$ cat src/rtl/mul4_pkg.sv
// rtl/mul4_pkg.sv - shared types, constants and step table for the mul4 limb sequencer
//
// Contents:
//   LIMB_W_DEF  default limb width (16)
//   state_t     IDLE / MUL / DONE
//   step_t      2-bit partial-product step index
//   STEP_TBL    per-step limb selects and shift (in limbs)
//   find_step   lowest set step at or above a start index in a step mask
package mul4_pkg;

    localparam int LIMB_W_DEF = 16;

    typedef enum logic [1:0] {
        IDLE = 2'd0,
        MUL  = 2'd1,
        DONE = 2'd2
    } state_t;

    typedef logic [1:0] step_t;

    // a_hi/b_hi pick the high limb of each operand; shift_limbs is the
    // partial-product weight expressed in whole limbs.
    typedef struct packed {
        logic       a_hi;
        logic       b_hi;
        logic [1:0] shift_limbs;
    } step_cfg_t;

    localparam step_cfg_t [0:3] STEP_TBL = '{
        '{a_hi: 1'b0, b_hi: 1'b0, shift_limbs: 2'd0},   // a0*b0
        '{a_hi: 1'b0, b_hi: 1'b1, shift_limbs: 2'd1},   // a0*b1
        '{a_hi: 1'b1, b_hi: 1'b0, shift_limbs: 2'd1},   // a1*b0
        '{a_hi: 1'b1, b_hi: 1'b1, shift_limbs: 2'd2}    // a1*b1
    };

    // Returns {found, step}: the lowest set bit of mask whose index is >= from.
    // from may be 4, meaning "past the last step", which yields found = 0.
    function automatic logic [2:0] find_step(input logic [3:0] mask, input logic [2:0] from);
        logic [2:0] r;
        r = 3'b000;
        for (int i = 3; i >= 0; i--) begin
            if ((3'(i) >= from) && mask[i]) begin
                r = {1'b1, step_t'(i)};
            end
        end
        return r;
    endfunction

endpackage

$ cat src/rtl/mul4_limb_mul.sv
// rtl/mul4_limb_mul.sv - combinational unsigned LIMB_W x LIMB_W -> 2*LIMB_W multiplier
//
// Ports:
//   a, b  in   LIMB_W     unsigned limb operands
//   p     out  2*LIMB_W   full-width product
module mul4_limb_mul
    import mul4_pkg::*;
#(
    parameter int LIMB_W = LIMB_W_DEF
) (
    input  logic [LIMB_W-1:0]   a,
    input  logic [LIMB_W-1:0]   b,
    output logic [2*LIMB_W-1:0] p
);

    // Zero-extend first so the product is formed at full width.
    assign p = {{LIMB_W{1'b0}}, a} * {{LIMB_W{1'b0}}, b};

endmodule

$ cat src/rtl/mul4_limb_sequencer.sv
// rtl/mul4_limb_sequencer.sv - multi-cycle 32x32->64 multiplier sharing one limb multiplier
//
// Ports:
//   clk, rst_n           clock, asynchronous active-low reset
//   in_valid / in_ready  operand handshake (in_ready high only in IDLE)
//   a1, a0, b1, b0       operand limbs, sampled only in the accept cycle
//   out_valid / out_ready result handshake (out_valid high only in DONE)
//   y3..y0               64-bit product, y3 most significant; zero outside DONE
//   busy                 high in MUL or DONE
//
// Build option: MUL4_SKIP_ZERO_EN - skip partial products with a zero limb,
// shortening latency to 1 + (number of nonzero pairs). Result is unchanged.
module mul4_limb_sequencer
    import mul4_pkg::*;
#(
    parameter int LIMB_W = LIMB_W_DEF
) (
    input  logic              clk,
    input  logic              rst_n,
    input  logic              in_valid,
    output logic              in_ready,
    input  logic [LIMB_W-1:0] a1,
    input  logic [LIMB_W-1:0] a0,
    input  logic [LIMB_W-1:0] b1,
    input  logic [LIMB_W-1:0] b0,
    output logic              out_valid,
    input  logic              out_ready,
    output logic [LIMB_W-1:0] y3,
    output logic [LIMB_W-1:0] y2,
    output logic [LIMB_W-1:0] y1,
    output logic [LIMB_W-1:0] y0,
    output logic              busy
);

    localparam int OP_W  = 2 * LIMB_W;
    localparam int ACC_W = 4 * LIMB_W;

    state_t            state_r, state_nxt;
    step_t             step_r, step_nxt;
    logic [OP_W-1:0]   a_r, b_r;
    logic [ACC_W-1:0]  acc_r;
    logic              load, acc_upd;

    // Step masks: mask_in is evaluated on the live operands at accept,
    // mask_cur is the mask governing the transaction in flight.
    logic [3:0] mask_in, mask_cur;

`ifdef MUL4_SKIP_ZERO_EN
    logic [3:0] mask_r;

    assign mask_in[0] = (a0 != '0) && (b0 != '0);
    assign mask_in[1] = (a0 != '0) && (b1 != '0);
    assign mask_in[2] = (a1 != '0) && (b0 != '0);
    assign mask_in[3] = (a1 != '0) && (b1 != '0);
    assign mask_cur   = mask_r;

    always_ff @(posedge clk or negedge rst_n) begin
        if (!rst_n) begin
            mask_r <= '0;
        end else if (load) begin
            mask_r <= mask_in;
        end
    end
`else
    assign mask_in  = 4'hF;
    assign mask_cur = 4'hF;
`endif

    // Limb selection for the current step.
    step_cfg_t           cfg;
    logic [LIMB_W-1:0]   op_a, op_b;
    logic [OP_W-1:0]     pp;
    logic [ACC_W-1:0]    pp_ext, term;

    assign cfg  = STEP_TBL[step_r];
    assign op_a = cfg.a_hi ? a_r[OP_W-1:LIMB_W] : a_r[LIMB_W-1:0];
    assign op_b = cfg.b_hi ? b_r[OP_W-1:LIMB_W] : b_r[LIMB_W-1:0];

    mul4_limb_mul #(.LIMB_W(LIMB_W)) u_limb_mul (
        .a (op_a),
        .b (op_b),
        .p (pp)
    );

    assign pp_ext = {{OP_W{1'b0}}, pp};

    always_comb begin
        term = pp_ext;
        case (cfg.shift_limbs)
            2'd0:    term = pp_ext;
            2'd1:    term = pp_ext << LIMB_W;
            default: term = pp_ext << (2 * LIMB_W);
        endcase
    end

    // Next-state logic.
    logic [2:0] first_step, next_step;

    assign first_step = find_step(mask_in, 3'd0);
    assign next_step  = find_step(mask_cur, {1'b0, step_r} + 3'd1);

    always_comb begin
        state_nxt = state_r;
        step_nxt  = step_r;
        load      = 1'b0;
        acc_upd   = 1'b0;
        case (state_r)
            IDLE: begin
                if (in_valid) begin
                    load = 1'b1;
                    if (first_step[2]) begin
                        state_nxt = MUL;
                        step_nxt  = first_step[1:0];
                    end else begin
                        // Every pair skipped: the cleared accumulator is the answer.
                        state_nxt = DONE;
                    end
                end
            end
            MUL: begin
                acc_upd = 1'b1;
                if (next_step[2]) begin
                    step_nxt = next_step[1:0];
                end else begin
                    state_nxt = DONE;
                end
            end
            DONE: begin
                if (out_ready) begin
                    state_nxt = IDLE;
                end
            end
            default: state_nxt = IDLE;
        endcase
    end

    always_ff @(posedge clk or negedge rst_n) begin
        if (!rst_n) begin
            state_r <= IDLE;
            step_r  <= '0;
            a_r     <= '0;
            b_r     <= '0;
            acc_r   <= '0;
        end else begin
            state_r <= state_nxt;
            step_r  <= step_nxt;
            if (load) begin
                a_r   <= {a1, a0};
                b_r   <= {b1, b0};
                acc_r <= '0;
            end else if (acc_upd) begin
                acc_r <= acc_r + term;
            end
        end
    end

    assign in_ready  = (state_r == IDLE);
    assign out_valid = (state_r == DONE);
    assign busy      = (state_r != IDLE);

    // Result is exposed only while it is being offered.
    assign {y3, y2, y1, y0} = out_valid ? acc_r : '0;

endmodule
$ cat config.mk
export PLATFORM = sky130hd
export DESIGN_NAME = mul4_limb_sequencer
export DESIGN_NICKNAME = d
export VERILOG_FILES = /design/src/rtl/mul4_pkg.sv /design/src/rtl/mul4_limb_mul.sv /design/src/rtl/mul4_limb_sequencer.sv
export SDC_FILE = /design/constraint.sdc
export NUM_CORES = 1
export LEC_CHECK = 0
export ABC_AREA = 1
export CAP_MARGIN = 10
export CORE_ASPECT_RATIO = 1.4
export CORE_MARGIN = 2
export CORE_UTILIZATION = 40
export DETAILED_ROUTE_END_ITERATION = 10
export SLEW_MARGIN = 15
export SYNTH_ARGS = -nofsm -noshare
export SYNTH_HDL_FRONTEND = slang
export SYNTH_SLANG_ARGS = --single-unit
$ cat constraint.sdc
create_clock -name clk -period 17.15 [get_ports clk]
set_input_delay 3.43 -clock clk [delete_from_list [all_inputs] [get_ports clk]]
set_output_delay 3.43 -clock clk [all_outputs]
set_load 0.05 [all_outputs]
Yosys cells after proc, flatten, opt, wreduce, memory -nomap -nowiden
Index checks and enable logic that the tools add are counted.

Register bits: 132. Logic and storage cells: 51.

$add $sub $neg: 2. Multiply operators: 1. Order comparisons: 5. Equal/unequal tests: 7. Mux-type cells: 23. Bitwise logic cells: 1. Reduce and logical (&&, ||, !) cells: 7.

Operators by type and width (number): 2-to-1 mux 64 bit (3); case mux 64 bit (2 select lines) (1); adder 64 bit (1); multiplier 16 x 16 -> 32 bit (1); 2-to-1 mux 16 bit (2); 2-to-1 mux 3 bit (4); 2-to-1 mux 2 bit (5); binary-select mux 4 bit (select 2 bit) (1); 2-to-1 mux 4 bit (2); >= comparator 1 x 3 -> 1 bit (first input constant) (2); >= comparator 2 x 3 -> 1 bit (first input constant) (2); inequality test 2 bit (second input constant) (3); case mux 2 bit (3 select lines) (1); AND reduction 3 bit (2); nonzero test 2 bit (3); equality test 2 x 1 -> 1 bit (second input constant) (2); logical NOT 2 bit (2); case mux 2 bit (2 select lines) (1); adder 2 x 1 -> 3 bit (second input constant) (1); >= comparator 3 bit (second input constant) (1); 2-to-1 mux 1 bit (3); NOT 2 -> 3 bit (1); equality test 2 bit (second input constant) (1); inequality test 2 x 1 -> 1 bit (second input constant) (1).

Longest topological paths before layout
Gate-level depths: netlist of run 1.

Depth in word-level cells: 10. Depth in mapped cells: 48. Depth with buffers taken out: 45.

Modules after synthesis
A second synthesis of run 1 with hierarchy kept.

Cell total of the unflattened synthesis: 3537. Area total of the unflattened synthesis: 21760.9 um^2.

Modules (own cells, without submodules): mul4_limb_sequencer (instances 1, cells an instance 2161, area each 12228.0 um^2, sequential area each 3303.2 um^2); mul4_limb_mul (instances 1, cells an instance 1376, area each 9532.9 um^2, sequential area each 0.0 um^2).

Worst setup path after synthesis of run 1
Ideal clock, no wire load.

Path kind: register to register. From: reg step_r[0]. To: reg acc_r[47]. Library setup time: 0.117 ns. Arrival: 7.352 ns. Required time: 17.033 ns. Setup slack: 9.680 ns. Cell stages (with the launch flop): 41. Buffers on the path: 3. Clock period less this slack: 7.470 ns. Cell sequence: dfrtp_1 -> buf_4 -> inv_2 -> clkbuf_1 -> or2_2 -> o21ai_2 -> buf_2 -> nor2_1 -> fa_1 -> inv_1 -> fa_1 -> fa_1 -> inv_1 -> fa_1 -> fa_1 -> inv_1 -> fa_1 -> inv_1 -> (+5 left out) -> nand3_2 -> nand2_2 -> a21oi_2 -> xor2_1 -> o21ai_1 -> ha_1 -> nand2_1 -> nor2_2 -> inv_2 -> nor2_2 -> inv_1 -> nor3_2 -> nand2_1 -> nand2_2 -> a21oi_2 -> or2_1 -> nand3_1 -> nand2_1.

Longest elaborated chain between the ends: 10. Elaborated cells between the ends (all ways): 13. Those cells by class: add/sub (1); mul (1); eq/ne (1); mux (8); bitwise (1); reduce/logical (1).

Ends and longest elaborated chain: from (decl) (line mul4_limb_sequencer.sv:39) `step_t step_r, step_nxt;`; from (signal assigned) (line mul4_limb_sequencer.sv:146) `step_r <= step_nxt;`; NOT 2 -> 3 bit (implied by the code) (*) (line mul4_limb_sequencer.sv:75) `assign cfg = STEP_TBL[step_r];`; binary-select mux 4 bit (select 2 bit) (*) (line mul4_limb_sequencer.sv:75); 2-to-1 mux 4 bit (implied by the code) (*) (2 in a row) (line mul4_limb_sequencer.sv:75); 2-to-1 mux 16 bit, on equally long branches (line mul4_limb_sequencer.sv:76, mul4_limb_sequencer.sv:77); multiplier 16 x 16 -> 32 bit (line mul4_limb_mul.sv:17) `assign p = {{LIMB_W{1'b0}}, a} * {{LIMB_W{1'b0}}, b};`; case mux 64 bit (2 select lines) (*) (line mul4_limb_sequencer.sv:89) `case (cfg.shift_limbs)`; adder 64 bit (*) (line mul4_limb_sequencer.sv:152) `acc_r <= acc_r + term;`; 2-to-1 mux 64 bit (*) (line mul4_limb_sequencer.sv:151) `end else if (acc_upd) begin`; 2-to-1 mux 64 bit (*) (line mul4_limb_sequencer.sv:147) `if (load) begin`; to (signal assigned) (line mul4_limb_sequencer.sv:152); to (decl) (line mul4_limb_sequencer.sv:41) `logic [ACC_W-1:0] acc_r;`.

Mark *: on every way between the ends. The rest lies on a longest branch, timed or not. The select of a mux whose other input is x is not followed. A chain may end at the register's enable or synchronous reset.

Worst setup path after layout of run 1
From: reg step_r[1]. To: reg acc_r[53].

The elaborated chain is that of the path after synthesis.

==> results.toml, run 1 <==
[run_status]
status = "finished clean"

[yosys]
synth_nets = 3138
synth-edff-count = 0
ys_warn_count = 0
synth_cell_type_count = 47
ys.flop_type = "dfrtp_1"
ys_seq_elements = 132
synth_cells = 2704
yosysSeqAreaShare_pct = 16.86
syn_avg_cell_area_um2 = 7.245
synth-async-reset-ratio_pct = 100.0
syn_area_um2 = 19590

[critical_path]
ff2ff_setup_slack_ns = 6.57
startpoint = "step_r[1]"
cpPeakStageDelay_ns = 0.81
start_kind = "flip-flop"
reg2reg_to = "acc_r[53]"
r2r-start = "step_r[1]"
slowest_stage = "dfrtp_1"
worst_ep_required_time_ns = 17.50
critPathCapture = "acc_r[53]"
cp.arrival_ns = 10.93
path_class = "flip-flop to flip-flop"
reg2reg_depth = 34
critPathCaptureType = "flip-flop"
path_max_fanout = 19
cp_common_cell = "fa_1"

[global_routing]
use_met1_pct = 31.05
grt_max_degree = 72
grt_pass1_vias = 19590
use_met2_pct = 55.61
met3_usage_pct = 3.767
busiest_layer = "met2"
grt.total_usage_pct = 30.19
grt_antenna_before_repair = 0
grt_pass1_wl_um = 113600
gr-total-overflow = 0

[drt]
antenna_left = 0
drt_first_pass_iters = 5
drt-initial-drc-count = 1087
wl_per_cell_um = 21.49
drt-total-wl_um = 74590
drc = 0
vias = 18370
vias_per_cell = 5.292

[place]
gp_congestion = 1.032
hpwl_um = 62520
port_buffers = 134

[clocking]
post_cts_buffers = 0
worstSkewPairLatency_ns = 0.47
htreeDepth = 4
path_clk_slew_ns = 0.07
cts_tree = "done"
cts-resized-gates = 0
clockRootBuffer = "clkbuf_16"
ctsHoldBuffers = 0
clock-sinks = 132
clockBufferDepth = 2
cts_made_buffers = 17

[layout]
fin_util_pct = 45.70
n_antenna_cell = 0
drive_gt1_share_pct = 9.104
layout_common_cells = "507 x nand2_1, 501 x inv_1, 415 x nor2_1"
final_common_cell = "nand2_1"
area_delta_synth_final_pct = 13.48
nFillCells = 5084
layout.nets = 3255

[floorplanning]
die_width_um = 191.0
dieArea_um2 = 50790
io_pins = 135
initial_core_util_pct = 40.27
coreArea_um2 = 48650
row_count = 96
dieHeight_um = 265.9

[sta]
min_period_ns = 10.58
finalMaxSlewViolations = 0
worstMarginPinSlew_ns = 1.268
rsz0062_at_grt = "false"
fin_skew_ns = 0.01220
fin_crit_sh_pct = 61.67
hold_viol = 0
relSlewSlack_pct = 14.57
clock.fmax_mhz = 94.56
fin_setup_tns_ns = 0
holdWs_ns = 0.5029
finalSetupViolCount = 0

[flow_run]
drv_cap = 0

[hold_path]
min_path_type = "flip-flop to flip-flop"
==> metrics by stage <==
step / instances / worst slack, ns / area (µm²)
floorplan: 2704 / 9.680 / 19590
finish: 3471 / 6.574 / 22230
detailed placement: 3439 / 6.841 / 21640
CTS: 3471 / 6.791 / 22230
global placement: 3439 / 6.898 / 21640
global route: 3471 / 6.324 / 22230
==> worst max-delay path, delay by kind of cell, from the launching register on <==
family          cells  cell delay, ns
compound gates      7            2.38
xor+xnor            1            0.52
fa+ha+maj           8            3.87
buf+inv             6            1.11
flops               1            0.81
simple gates       12            1.75
==> cell usage after synthesis (all sizes together), types with 2 or more instances <==
cell type	n	area (µm²)
a21oi	133	695.7
o22ai	42	269.0
nor4	2	12.51
nand3b	10	78.82
ha	171	2140
xor2	14	122.6
nand2	533	2063
buf	25	132.6
nand3	89	490.5
a21o	14	105.1
nor2	427	1633
o21bai	20	157.7
o21a	11	82.58
o21ai	158	884.6
a21boi	9	67.56
and2	4	25.02
fa	195	3904
clkinv	4	15.01
mux2	64	720.7
or2	37	231.5
clkbuf	32	120.1
inv	523	1963
dfrtp	132	3303
xnor2	12	105.1
o211ai	3	22.52
nor3	22	125.1
nand4	13	81.33
==> per-layer routing <==
layer  wire, µm  share of wire (%)
met1      26120                 35
met2      38980                 52
met3       3231                4.3
met4       6262                8.4
met5          0                  0
==> area by class of cell <==
type                            instances  area [µm²]  area share (%)
Multi-Input combinational cell       1988       14060           63.24
Sequential cell                       132        3303           14.86
Inverter                              527        1978           8.898
Timing Repair Buffer                  155        1500           6.748
Tap cell                              637       797.0           3.585
Clock buffer                           18       439.2           1.975
Clock inverter                         14       155.1          0.6979
==> sequential cells by signal, summed over array words and instances (netlist names) <==
register,flops
state_r,2
step_r,2
a_r,32
b_r,32
acc_r,64
==> kinds of logic (layout without fill, tap and decap cells) <==
group / count (synthesis) / after routing / synth area share (%)
xor gates and xnor gates: 26 / 26 / 1.162
muxes: 64 / 64 / 3.679
and+or+nand+nor: 1138 / 1138 / 24.24
buffers and inverters: 584 / 714 / 11.39
AOI/OAI and AO/OA: 394 / 394 / 11.82
DFF: 132 / 132 / 16.86
adders and majority gates: 366 / 366 / 30.85
==> how the worst min path moves through the flow <==
stage	cells past startpoint	slack (ns)	end	start
final	1	0.50	b_r[20]	b_r[20]
after global routing	1	0.52	a_r[16]	a_r[16]
after CTS	1	0.50	a_r[17]	a_r[17]
after detailed placement	1	0.49	b_r[27]	b_r[27]
after global placement	1	0.48	b_r[18]	b_r[18]
after floorplan	2	0.47	acc_r[63]	acc_r[63]
Power of run 1 is not shown: default switching activity piles up to over one toggle a cycle in this logic, so the estimate is an artifact.
==> run 2, diff against run 1 <==
==> constraint.sdc (replaced) <==
create_clock -name clk -period 10.8 [get_ports clk]
set_input_delay 2.16 -clock clk [delete_from_list [all_inputs] [get_ports clk]]
set_output_delay 2.16 -clock clk [all_outputs]
set_load 0.05 [all_outputs]
==> run 2 against run 1 <==
Sequential share of layout area fell by 0.080 points. Critical path type unchanged. Final cell count rose by 0.43%. Critical endpoint unchanged. Largest cell class unchanged. Non-clock buffer count rose by 15. Maximum frequency rose by 7.7%.
==> results.toml, run 2 (synthesis gave the netlist of run 1 again) <==
[hold_path]
min_path_type = "flip-flop to flip-flop"

[clocking]
cts_made_buffers = 17
cts-resized-gates = 0
cts_tree = "done"
ctsHoldBuffers = 0
clock-sinks = 132
clockRootBuffer = "clkbuf_16"
post_cts_buffers = 0
worstSkewPairLatency_ns = 0.47
clockBufferDepth = 2
path_clk_slew_ns = 0.07
htreeDepth = 4

[layout]
final_common_cell = "nand2_1"
n_antenna_cell = 0
layout.nets = 3270
top_register = "acc_r"
layout_common_cells = "507 x nand2_1, 501 x inv_1, 415 x nor2_1"
drive_gt1_share_pct = 9.582
nFillCells = 5053
area_delta_synth_final_pct = 14.10
largestRegisters = "acc_r (64), a_r (32), b_r (32)"
largest_register_ffs = 64

[sta]
hold_viol = 0
relSlewSlack_pct = 16.27
fin_crit_sh_pct = 90.91
clock.fmax_mhz = 101.8
finalMaxSlewViolations = 0
finalSetupViolCount = 0
fin_skew_ns = 0.01179
rsz0062_at_grt = "false"
fin_setup_tns_ns = 0
min_period_ns = 9.818
worstMarginPinSlew_ns = 1.253

[place]
port_buffers = 134
hpwl_um = 63340
gp_congestion = 1.001

[global_routing]
grt.total_usage_pct = 30.84
busiest_layer = "met2"
grt_pass1_wl_um = 116500
gr-total-overflow = 0
use_met2_pct = 57.69
grt_pass1_vias = 20230
grt_antenna_before_repair = 0
use_met1_pct = 31.83
grt_max_degree = 68
met3_usage_pct = 3.056

[critical_path]
cpPeakStageDelay_ns = 0.79
path_max_fanout = 18
path_class = "flip-flop to flip-flop"
critPathCaptureType = "flip-flop"
cp_common_cell = "fa_1"
worst_ep_required_time_ns = 11.15
cp.arrival_ns = 10.17
start_kind = "flip-flop"
slowest_stage = "o21ai_0"

[floorplanning]
initial_core_util_pct = 40.27
coreArea_um2 = 48650
dieHeight_um = 265.9
dieArea_um2 = 50790
row_count = 96
io_pins = 135
die_width_um = 191.0

[drt]
drc = 0
vias = 18570
drt_first_pass_iters = 5
wl_per_cell_um = 21.73
drt-initial-drc-count = 1225
vias_per_cell = 5.326
antenna_left = 0
drt-total-wl_um = 75750

[flow_run]
drv_cap = 0

[run_status]
status = "finished clean"
==> run 2: worst max-delay path: cells and delay by family, from the launching register on <==
family / cells / cell delay [ns]
flip-flops: 1 / 0.39
AO/OA/AOI/OAI: 7 / 2.50
XOR/XNOR: 1 / 0.53
AND/OR/NAND/NOR: 11 / 1.42
adder cells (fa/ha/maj): 8 / 3.88
buffers and inverters: 6 / 0.96
==> run 2: metal layers <==
metal,vias to the layer above,share of wire [%]
met3,244,3.5
li1,8720,-
met5,-,0
met2,619,53
met1,8985,36
met4,0,7.9
==> run 2: area by class of cell <==
type | instances | area [µm²] | share of cell area (%)
clock buffers | 18 | 439.2 | 1.965
clock inverters | 14 | 162.7 | 0.7277
inverters | 527 | 1978 | 8.850
multi-input cells | 1988 | 14060 | 62.90
flip-flops and latches | 132 | 3303 | 14.78
well taps | 637 | 797.0 | 3.566
repair buffers | 170 | 1613 | 7.216
==> run 2: stage by stage <==
step	utilization [%]	std cells	worst slack (ns)	cell area, µm²	hold WS, ns
floorplan	-	2704	3.330	19590	0.4708
global placement	44.71	3454	1.062	21750	0.4823
detailed placement	44.71	3454	1.194	21750	0.4882
CTS	45.95	3486	1.128	22350	0.5047
global route	45.95	3486	0.7472	22350	0.5176
finish	45.95	3486	0.9816	22350	0.5033
==> run 2: worst paths after layout <==
path / startpoint / endpoint / slack (ns) / cells past startpoint
min reg2reg: b_r[30] / b_r[30] / 0.50 / 1
max: step_r[0] / acc_r[53] / 0.98 / 33
min: b_r[30] / b_r[30] / 0.50 / 1
max in group asynchronous: rst_n / acc_r[3] / 7.61 / 2
max reg2reg: step_r[0] / acc_r[53] / 0.98 / 33
min in group asynchronous: rst_n / acc_r[60] / 1.72 / 1
Power of run 2 is left out for the same reason.
